--- src/rtl/pixel_stream_source.sv ---
// rtl/pixel_stream_source.sv - frame reader feeding a valid/ready RGB pixel stream
module pixel_stream_source #(
    parameter int IMG_W      = 64,
    parameter int IMG_H      = 64,
    parameter int ADDR_W     = 12,
    parameter int FIFO_DEPTH = 4
) (
    input  logic              clk,
    input  logic              rst_n,
    input  logic              start,
    output logic              busy,
    output logic              done,
    output logic              err,
    output logic              mem_rd_en,
    output logic [ADDR_W-1:0] mem_addr,
    input  logic              mem_rd_valid,
    input  logic [23:0]       mem_rd_data,
    output logic              pix_valid,
    input  logic              pix_ready,
    output logic [7:0]        R,
    output logic [7:0]        G,
    output logic [7:0]        B,
    output logic              sof,
    output logic              eol,
    output logic              eof
);

    localparam int PW  = $clog2(FIFO_DEPTH);
    localparam int CW  = PW + 1;
    localparam int CW1 = CW + 1;
    localparam int XW  = $clog2(IMG_W);
    localparam int YW  = $clog2(IMG_H + 1);

    localparam logic [CW:0]       DEPTH_C   = CW1'(FIFO_DEPTH);
    localparam logic [ADDR_W-1:0] LAST_ADDR = ADDR_W'(IMG_W * IMG_H - 1);
    localparam logic [XW-1:0]     X_LAST    = XW'(IMG_W - 1);
    localparam logic [YW-1:0]     Y_LAST    = YW'(IMG_H - 1);

    typedef enum logic [1:0] {
        S_IDLE,
        S_FETCH,
        S_DRAIN,
        S_DONE
    } state_t;

    state_t            r_state;
    state_t            w_state_nxt;
    logic [ADDR_W-1:0] r_addr;
    logic [CW-1:0]     r_outstanding;
    logic [CW-1:0]     r_count;
    logic [PW-1:0]     r_wr_ptr;
    logic [PW-1:0]     r_rd_ptr;
    logic [23:0]       r_fifo [FIFO_DEPTH];
    logic [XW-1:0]     r_x;
    logic [YW-1:0]     r_y;
    logic              r_err;

    logic              w_active;
    logic [CW:0]       w_credit_sum;
    logic              w_issue;
    logic              w_push;
    logic              w_spurious;
    logic              w_pix_valid;
    logic              w_pop;
    logic              w_x_last;
    logic              w_eof;
    logic              w_start;
    logic [23:0]       w_head;

    // A read is only issued while the words already in flight plus the words
    // already buffered leave room, so every response has a FIFO slot waiting.
    assign w_active     = (r_state == S_FETCH) || (r_state == S_DRAIN);
    assign w_credit_sum = {1'b0, r_outstanding} + {1'b0, r_count};
    assign w_issue      = (r_state == S_FETCH) && (w_credit_sum < DEPTH_C);
    assign w_push       = mem_rd_valid && w_active && (r_outstanding != '0);
    assign w_spurious   = mem_rd_valid && w_active && (r_outstanding == '0);
    assign w_pix_valid  = (r_count != '0);
    assign w_pop        = w_pix_valid && pix_ready;
    assign w_x_last     = (r_x == X_LAST);
    assign w_eof        = w_pix_valid && w_x_last && (r_y == Y_LAST);
    assign w_start      = (r_state == S_IDLE) && start;
    assign w_head       = r_fifo[r_rd_ptr];

    // State register
    always_ff @(posedge clk or negedge rst_n) begin
        if (!rst_n) r_state <= S_IDLE;
        else        r_state <= w_state_nxt;
    end

    // Next-state: fetch until the last address is requested, drain until eof leaves
    always_comb begin
        w_state_nxt = r_state;
        case (r_state)
            S_IDLE:  if (start) w_state_nxt = S_FETCH;
            S_FETCH: if (w_issue && (r_addr == LAST_ADDR)) w_state_nxt = S_DRAIN;
            S_DRAIN: if (w_pop && w_eof) w_state_nxt = S_DONE;
            S_DONE:  w_state_nxt = S_IDLE;
            default: w_state_nxt = S_IDLE;
        endcase
    end

    // Read address, in-flight read count and sticky error flag
    always_ff @(posedge clk or negedge rst_n) begin
        if (!rst_n) begin
            r_addr        <= '0;
            r_outstanding <= '0;
            r_err         <= 1'b0;
        end else begin
            if (w_start) begin
                r_addr <= '0;
                r_err  <= 1'b0;
            end else if (w_issue) begin
                r_addr <= r_addr + ADDR_W'(1);
            end
            if (w_spurious) r_err <= 1'b1;
            case ({w_issue, w_push})
                2'b10:   r_outstanding <= r_outstanding + CW'(1);
                2'b01:   r_outstanding <= r_outstanding - CW'(1);
                default: r_outstanding <= r_outstanding;
            endcase
        end
    end

    // FIFO pointers and occupancy; simultaneous push and pop keep the count
    always_ff @(posedge clk or negedge rst_n) begin
        if (!rst_n) begin
            r_wr_ptr <= '0;
            r_rd_ptr <= '0;
            r_count  <= '0;
        end else begin
            if (w_push) r_wr_ptr <= r_wr_ptr + PW'(1);
            if (w_pop)  r_rd_ptr <= r_rd_ptr + PW'(1);
            case ({w_push, w_pop})
                2'b10:   r_count <= r_count + CW'(1);
                2'b01:   r_count <= r_count - CW'(1);
                default: r_count <= r_count;
            endcase
        end
    end

    // FIFO storage; contents are only observed behind a non-zero count
    always_ff @(posedge clk) begin
        if (w_push) r_fifo[r_wr_ptr] <= mem_rd_data;
    end

    // Output position counters advance on each transferred pixel
    always_ff @(posedge clk or negedge rst_n) begin
        if (!rst_n) begin
            r_x <= '0;
            r_y <= '0;
        end else if (w_start) begin
            r_x <= '0;
            r_y <= '0;
        end else if (w_pop) begin
            if (w_eof) begin
                r_x <= '0;
                r_y <= '0;
            end else if (w_x_last) begin
                r_x <= '0;
                r_y <= r_y + YW'(1);
            end else begin
                r_x <= r_x + XW'(1);
            end
        end
    end

    assign busy      = w_active;
    assign done      = (r_state == S_DONE);
    assign err       = r_err;
    assign mem_rd_en = w_issue;
    assign mem_addr  = w_issue ? r_addr : '0;
    assign pix_valid = w_pix_valid;
    assign R         = w_pix_valid ? w_head[23:16] : 8'd0;
    assign G         = w_pix_valid ? w_head[15:8]  : 8'd0;
    assign B         = w_pix_valid ? w_head[7:0]   : 8'd0;
    assign sof       = w_pix_valid && (r_x == '0) && (r_y == '0);
    assign eol       = w_pix_valid && w_x_last;
    assign eof       = w_eof;

endmodule

--- config.mk ---
export PLATFORM = sky130hd
export DESIGN_NAME = pixel_stream_source
export DESIGN_NICKNAME = d
export VERILOG_FILES = /design/src/rtl/pixel_stream_source.sv
export SDC_FILE = /design/constraint.sdc
export NUM_CORES = 1
export LEC_CHECK = 0
export ABC_AREA = 1
export CAP_MARGIN = 10
export CORE_ASPECT_RATIO = 1.2
export CORE_UTILIZATION = 50
export CTS_CLUSTER_SIZE = 10
export DETAILED_ROUTE_END_ITERATION = 8
export PLACE_DENSITY = 0.8
export SYNTH_ARGS = -nofsm -noshare
export SYNTH_HDL_FRONTEND = slang
export SYNTH_SLANG_ARGS = --single-unit
--- constraint.sdc ---
create_clock -name clk -period 2.44 [get_ports clk]
set_input_delay 0.488 -clock clk [delete_from_list [all_inputs] [get_ports clk]]
set_output_delay 0.488 -clock clk [all_outputs]
set_load 0.01 [all_outputs]
==> report_table.html <==
<table>
<tr><th>Metric</th><th>Value</th></tr>
<tr><th colspan="2">Die</th></tr>
<tr><td>Die Footprint</td><td>0.0126 mm^2</td></tr>
<tr><td>Floorplan core area</td><td>0.0117 mm^2</td></tr>
<tr><td>Total I/O pin count</td><td>73</td></tr>
<tr><td>Initial cell density of the core</td><td>0.518</td></tr>
<tr><td>Y dimension of the die</td><td>123 um</td></tr>
<tr><td>Width of the die</td><td>103 um</td></tr>
<tr><td>Site Rows</td><td>43</td></tr>
<tr><th colspan="2">CTS</th></tr>
<tr><td>Cts hold-fix bufs</td><td>0</td></tr>
<tr><td>TritonCTS buffer count</td><td>17</td></tr>
<tr><td>Insertion delay of the later-clocked pin in the worst-skew pair</td><td>410 ps</td></tr>
<tr><td>Clock Path Buffers</td><td>2</td></tr>
<tr><td>Clk slew on worst S/H paths</td><td>60 ps</td></tr>
<tr><td>Root Buffer</td><td>clkbuf_16</td></tr>
<tr><td>CTS tree</td><td>built</td></tr>
<tr><td>Number of levels the H-tree was split into</td><td>4</td></tr>
<tr><td>Clock net sink count</td><td>134</td></tr>
<tr><th colspan="2">Worst setup path</th></tr>
<tr><td>Data required, critical path</td><td>2730 ps</td></tr>
<tr><td>CP max stage cell</td><td>fa_1</td></tr>
<tr><td>Cell repeated most along the worst path</td><td>inv_1</td></tr>
<tr><td>Highest fanout seen on the critical path</td><td>4</td></tr>
<tr><td>Critical Path End Type</td><td>flop</td></tr>
<tr><td>Count of buffer and inverter cells on the critical path</td><td>4</td></tr>
<tr><td>Slack of the worst reg-to-reg path</td><td>60 ps</td></tr>
<tr><td>Critical path data arrival time</td><td>2670 ps</td></tr>
<tr><td>Longest individual stage delay on the worst path</td><td>400 ps</td></tr>
<tr><td>CP Launch Type</td><td>flop</td></tr>
<tr><td>Delay-heaviest family, CP</td><td>adder cells</td></tr>
<tr><td>Series of cell instances along the critical path</td><td>inv_1 -&gt; ha_4 -&gt; nand2_1 -&gt; a31oi_1 -&gt; buf_4 -&gt; inv_1 -&gt; ha_1 -&gt; inv_1 -&gt; fa_1 -&gt; a21oi_1 -&gt; o21ai_0 -&gt; xnor2_1</td></tr>
<tr><td>Type of the setup path with the least slack</td><td>flop to flop</td></tr>
<tr><th colspan="2">Synthesis</th></tr>
<tr><td>Area contributors post-synth</td><td>edfxtp_1, dfrtp_1, nor2_1</td></tr>
<tr><td>Count of flip-flops with a built-in enable after synthesis</td><td>96</td></tr>
<tr><td>Flip-flop and latch count after synthesis</td><td>134</td></tr>
<tr><td>Simple-gate share of the synthesized area</td><td>0.167</td></tr>
<tr><td>Sequential fraction of the synthesis area</td><td>0.630</td></tr>
<tr><td>Combinational family with the most area after synthesis</td><td>simple AND/OR/NAND/NOR gates</td></tr>
<tr><td>Synthesized instance count</td><td>595</td></tr>
<tr><td>Mapped Area</td><td>0.00608 mm^2</td></tr>
<tr><td>Fraction of synthesis flops using an asynchronous set or reset pin</td><td>0.284</td></tr>
<tr><td>Dominant cell by count in the synthesized netlist</td><td>nor2_1</td></tr>
<tr><td>Most used DFF post-synth</td><td>edfxtp_1</td></tr>
<tr><td>Net count of the mapped netlist</td><td>644</td></tr>
<tr><td>Average cell area after synthesis</td><td>10.2 um^2</td></tr>
<tr><td>XOR/XNOR Fraction of Synth Area</td><td>0.0130</td></tr>
<tr><td>Fraction of post-synthesis cell area in the top cell type by area</td><td>0.474</td></tr>
<tr><td>Post-synthesis compound-gate area fraction</td><td>0.0940</td></tr>
<tr><td>Area share of fa/ha/maj cells after synthesis</td><td>0.0436</td></tr>
<tr><td>Proportion of synthesized area in mux cells</td><td>0</td></tr>
<tr><td>Distinct cell type count of the synthesized netlist</td><td>31</td></tr>
<tr><td>Most numerous cell types in the synthesized netlist</td><td>nor2_1, edfxtp_1, o21ai_0</td></tr>
<tr><td>Cell type with the highest aggregate area in the netlist</td><td>edfxtp_1</td></tr>
<tr><td>Ys Warns</td><td>0</td></tr>
<tr><th colspan="2">Detailed routing</th></tr>
<tr><td>Count of TritonRoute iterations in the first routing pass</td><td>5</td></tr>
<tr><td>Number of design-rule violations left by the first detailed-router iteration</td><td>282</td></tr>
<tr><td>Remaining antenna violation count</td><td>0</td></tr>
<tr><td>Routed vias/inst</td><td>5.41</td></tr>
<tr><td>Final routed wire length divided by cell count</td><td>16.4 um</td></tr>
<tr><td>Routed WL</td><td>14.2 mm</td></tr>
<tr><td># DRC</td><td>0</td></tr>
<tr><td>Via total after detailed routing</td><td>4694</td></tr>
<tr><th colspan="2">Layout</th></tr>
<tr><td>Signed area change from the synthesized netlist to the final layout</td><td>29.7%</td></tr>
<tr><td>Final nets</td><td>748</td></tr>
<tr><td>Share of cells above drive strength 1</td><td>0.143</td></tr>
<tr><td>Inserted Diodes</td><td>0</td></tr>
<tr><td>Number of inserted filler cells in the final layout</td><td>880</td></tr>
<tr><td>Final Instance Area</td><td>0.00789 mm^2</td></tr>
<tr><td>Area taken by flip-flops and latches</td><td>0.00384 mm^2</td></tr>
<tr><td>Multi-input logic area</td><td>0.00197 mm^2</td></tr>
<tr><td>Post-layout instance count excluding filler cells</td><td>868</td></tr>
<tr><th colspan="2">STA</th></tr>
<tr><td>Rel. slew slack</td><td>0.660</td></tr>
<tr><td>Top achievable clock speed</td><td>420 MHz</td></tr>
<tr><td>Final hold slack</td><td>508 ps</td></tr>
<tr><td>Final worst path period share</td><td>0.975</td></tr>
<tr><td>Final setup violation count</td><td>0</td></tr>
<tr><td>Time the final worst path needs with I/O delays and setup</td><td>2380 ps</td></tr>
<tr><td>Actual slew at the worst max-slew pin</td><td>511 ps</td></tr>
<tr><td>Total count of max-transition violations in the final report</td><td>0</td></tr>
<tr><td>Final clock skew</td><td>10.9 ps</td></tr>
<tr><td>Final Hold Fails</td><td>0</td></tr>
<tr><th colspan="2">GRT</th></tr>
<tr><td>Global Route Usage Sum</td><td>0.239</td></tr>
<tr><td>First-pass GRT wire length</td><td>22.5 mm</td></tr>
<tr><td>Pin count of the biggest net entering global routing</td><td>39</td></tr>
<tr><td>Vias in the first global route</td><td>4738</td></tr>
<tr><td>Antenna violations before repair</td><td>0</td></tr>
<tr><td>Leftover overflow at the end of global routing</td><td>0</td></tr>
<tr><th colspan="2">Placement</th></tr>
<tr><td>Total placed instance area</td><td>0.00711 mm^2</td></tr>
<tr><td>Input/output buffers</td><td>72</td></tr>
<tr><td>Count of placed standard cells including taps</td><td>821</td></tr>
<tr><td>Final weighted congestion of routability-driven global placement</td><td>0.860</td></tr>
<tr><td>HPWL after detailed placement</td><td>8.80 mm</td></tr>
<tr><th colspan="2">Power</th></tr>
<tr><td>Internal power contribution</td><td>6.32 mW</td></tr>
<tr><td>Share of total power consumed by net switching</td><td>0.360</td></tr>
<tr><td>Post-route total power</td><td>9.86 mW</td></tr>
<tr><td>Switching power</td><td>3.55 mW</td></tr>
<tr><td>Power share of the combinational group</td><td>0.406</td></tr>
<tr><td>Cell Pwr Density</td><td>1250 mW/mm^2</td></tr>
<tr><td>Leak Pwr</td><td>3.16 nW</td></tr>
<tr><td>Max VDD drop</td><td>0.692 mV</td></tr>
<tr><td>Flop pwr share</td><td>0.324</td></tr>
<tr><td>Relative contribution of the clock network to total power</td><td>0.270</td></tr>
<tr><th colspan="2">Outcome</th></tr>
<tr><td>Outcome</td><td>finished, final reports clean</td></tr>
<tr><th colspan="2">Job</th></tr>
<tr><td>Maxcap violations</td><td>0</td></tr>
<tr><th colspan="2">Min path</th></tr>
<tr><td>Classification of the worst-slack hold path</td><td>primary input to asynchronous set/reset pin</td></tr>
</table>
[worst reg2reg max path, cell delays in order, from the launching register on]
cell     delay, ps
dfrtp_1        370
inv_1          160
ha_4           240
nand2_1        100
a31oi_1         70
buf_4          170
inv_1           80
ha_1           150
inv_1           70
fa_1           400
a21oi_1        170
o21ai_0        140
xnor2_1        140
[cell families (layout without fill, tap and decap cells)]
family / count (synthesis) / in the layout
AND/OR/NAND/NOR: 243 / 243
XOR/XNOR: 9 / 9
flip-flops: 134 / 134
buffers and inverters: 80 / 196
AO/OA/AOI/OAI: 109 / 109
adder cells (fa/ha/maj): 20 / 20
[per-layer routing]
| layer | routed length, um | up-vias | GRT usage | part of all wire |
|---|---|---|---|---|
| met5 | 0 | - | 0 | 0 |
| met4 | 195 | 0 | 0.0786 | 0.014 |
| met3 | 912 | 19 | 0.0575 | 0.064 |
| met2 | 7650 | 195 | 0.440 | 0.54 |
| met1 | 5450 | 2262 | 0.267 | 0.38 |
| li1 | - | 2218 | - | - |
[sequential cells by signal (all words and copies together), names as in the netlist]
register and flops:
r_y 7, r_wr_ptr 2, r_fifo 96, r_addr 12, err 1, r_state 2
r_x 6, r_outstanding 3, r_rd_ptr 2, r_count 3
[cells in the final DEF, fill, tap and decap left out, types with 5 or more instances in the layout]
master | netlist | routed
clkdlybuf4s50_1 | 0 | 32
clkbuf_16 | 0 | 17
ha_1 | 18 | 16
buf_12 | 0 | 9
edfxtp_1 | 96 | 96
clkinv_4 | 0 | 5
nand3_1 | 21 | 21
a21oi_1 | 34 | 34
nand2_1 | 59 | 58
xor2_1 | 6 | 6
o21ai_0 | 68 | 68
nor2_1 | 134 | 129
nand4_1 | 16 | 16
dlygate4sd2_1 | 0 | 26
dfrtp_1 | 38 | 34
buf_4 | 0 | 22
inv_1 | 57 | 53
nor2_2 | 1 | 6
clkdlybuf4s15_1 | 0 | 5
clkbuf_2 | 1 | 9
[power groups by stage]
stage / logic [mW] / registers (mW) / clock network, mW
6_report: 4.00 / 3.20 / 2.67
5_1_grt: 4.43 / 3.23 / 2.79
4_1_cts: 3.89 / 3.19 / 2.70
3_5_place_dp: 3.84 / 3.21 / 0
3_3_place_gp: 3.68 / 3.19 / 0
2_1_floorplan: 2.21 / 3.15 / 0
[final timing paths]
check | end | from | depth (start not counted)
min in group clk | err | r_outstanding[2] | 1
worst max-delay path | r_count[2] | r_state[1] | 12
worst min register to register | err | r_outstanding[2] | 1
worst max register to register | r_count[2] | r_state[1] | 12
worst min-delay path | r_y[3] | rst_n | 2
max in group asynchronous | r_rd_ptr[1] | rst_n | 2
[area by class of cell]
cell class                 count  area share
timing repair inverter         1    0.000952
inverter                      58      0.0287
clock inverter                14      0.0254
sequential                   134       0.487
tap                          157      0.0249
multi-input combinational    381       0.250
timing repair buffer         106       0.130
clock buffer                  17      0.0539
[metrics by stage]
stage                     setup WS (ps)   util  setup TNS, ps
after floorplan                    -351      -         -33700
after global placement             81.4  0.607              0
after detailed placement          -50.9  0.607          -94.6
after CTS                          14.8  0.671              0
after global routing              -7.09  0.672          -7.09
final                              60.2  0.672              0
[timing repair]
item,CTS,global route
gates resized for setup,69,26
gates cloned,1,0
endpoints found under the setup margin,41,17
pin swaps,1,3
buffers inserted,11,4
Note: power is estimated with default switching activity, not from simulation.
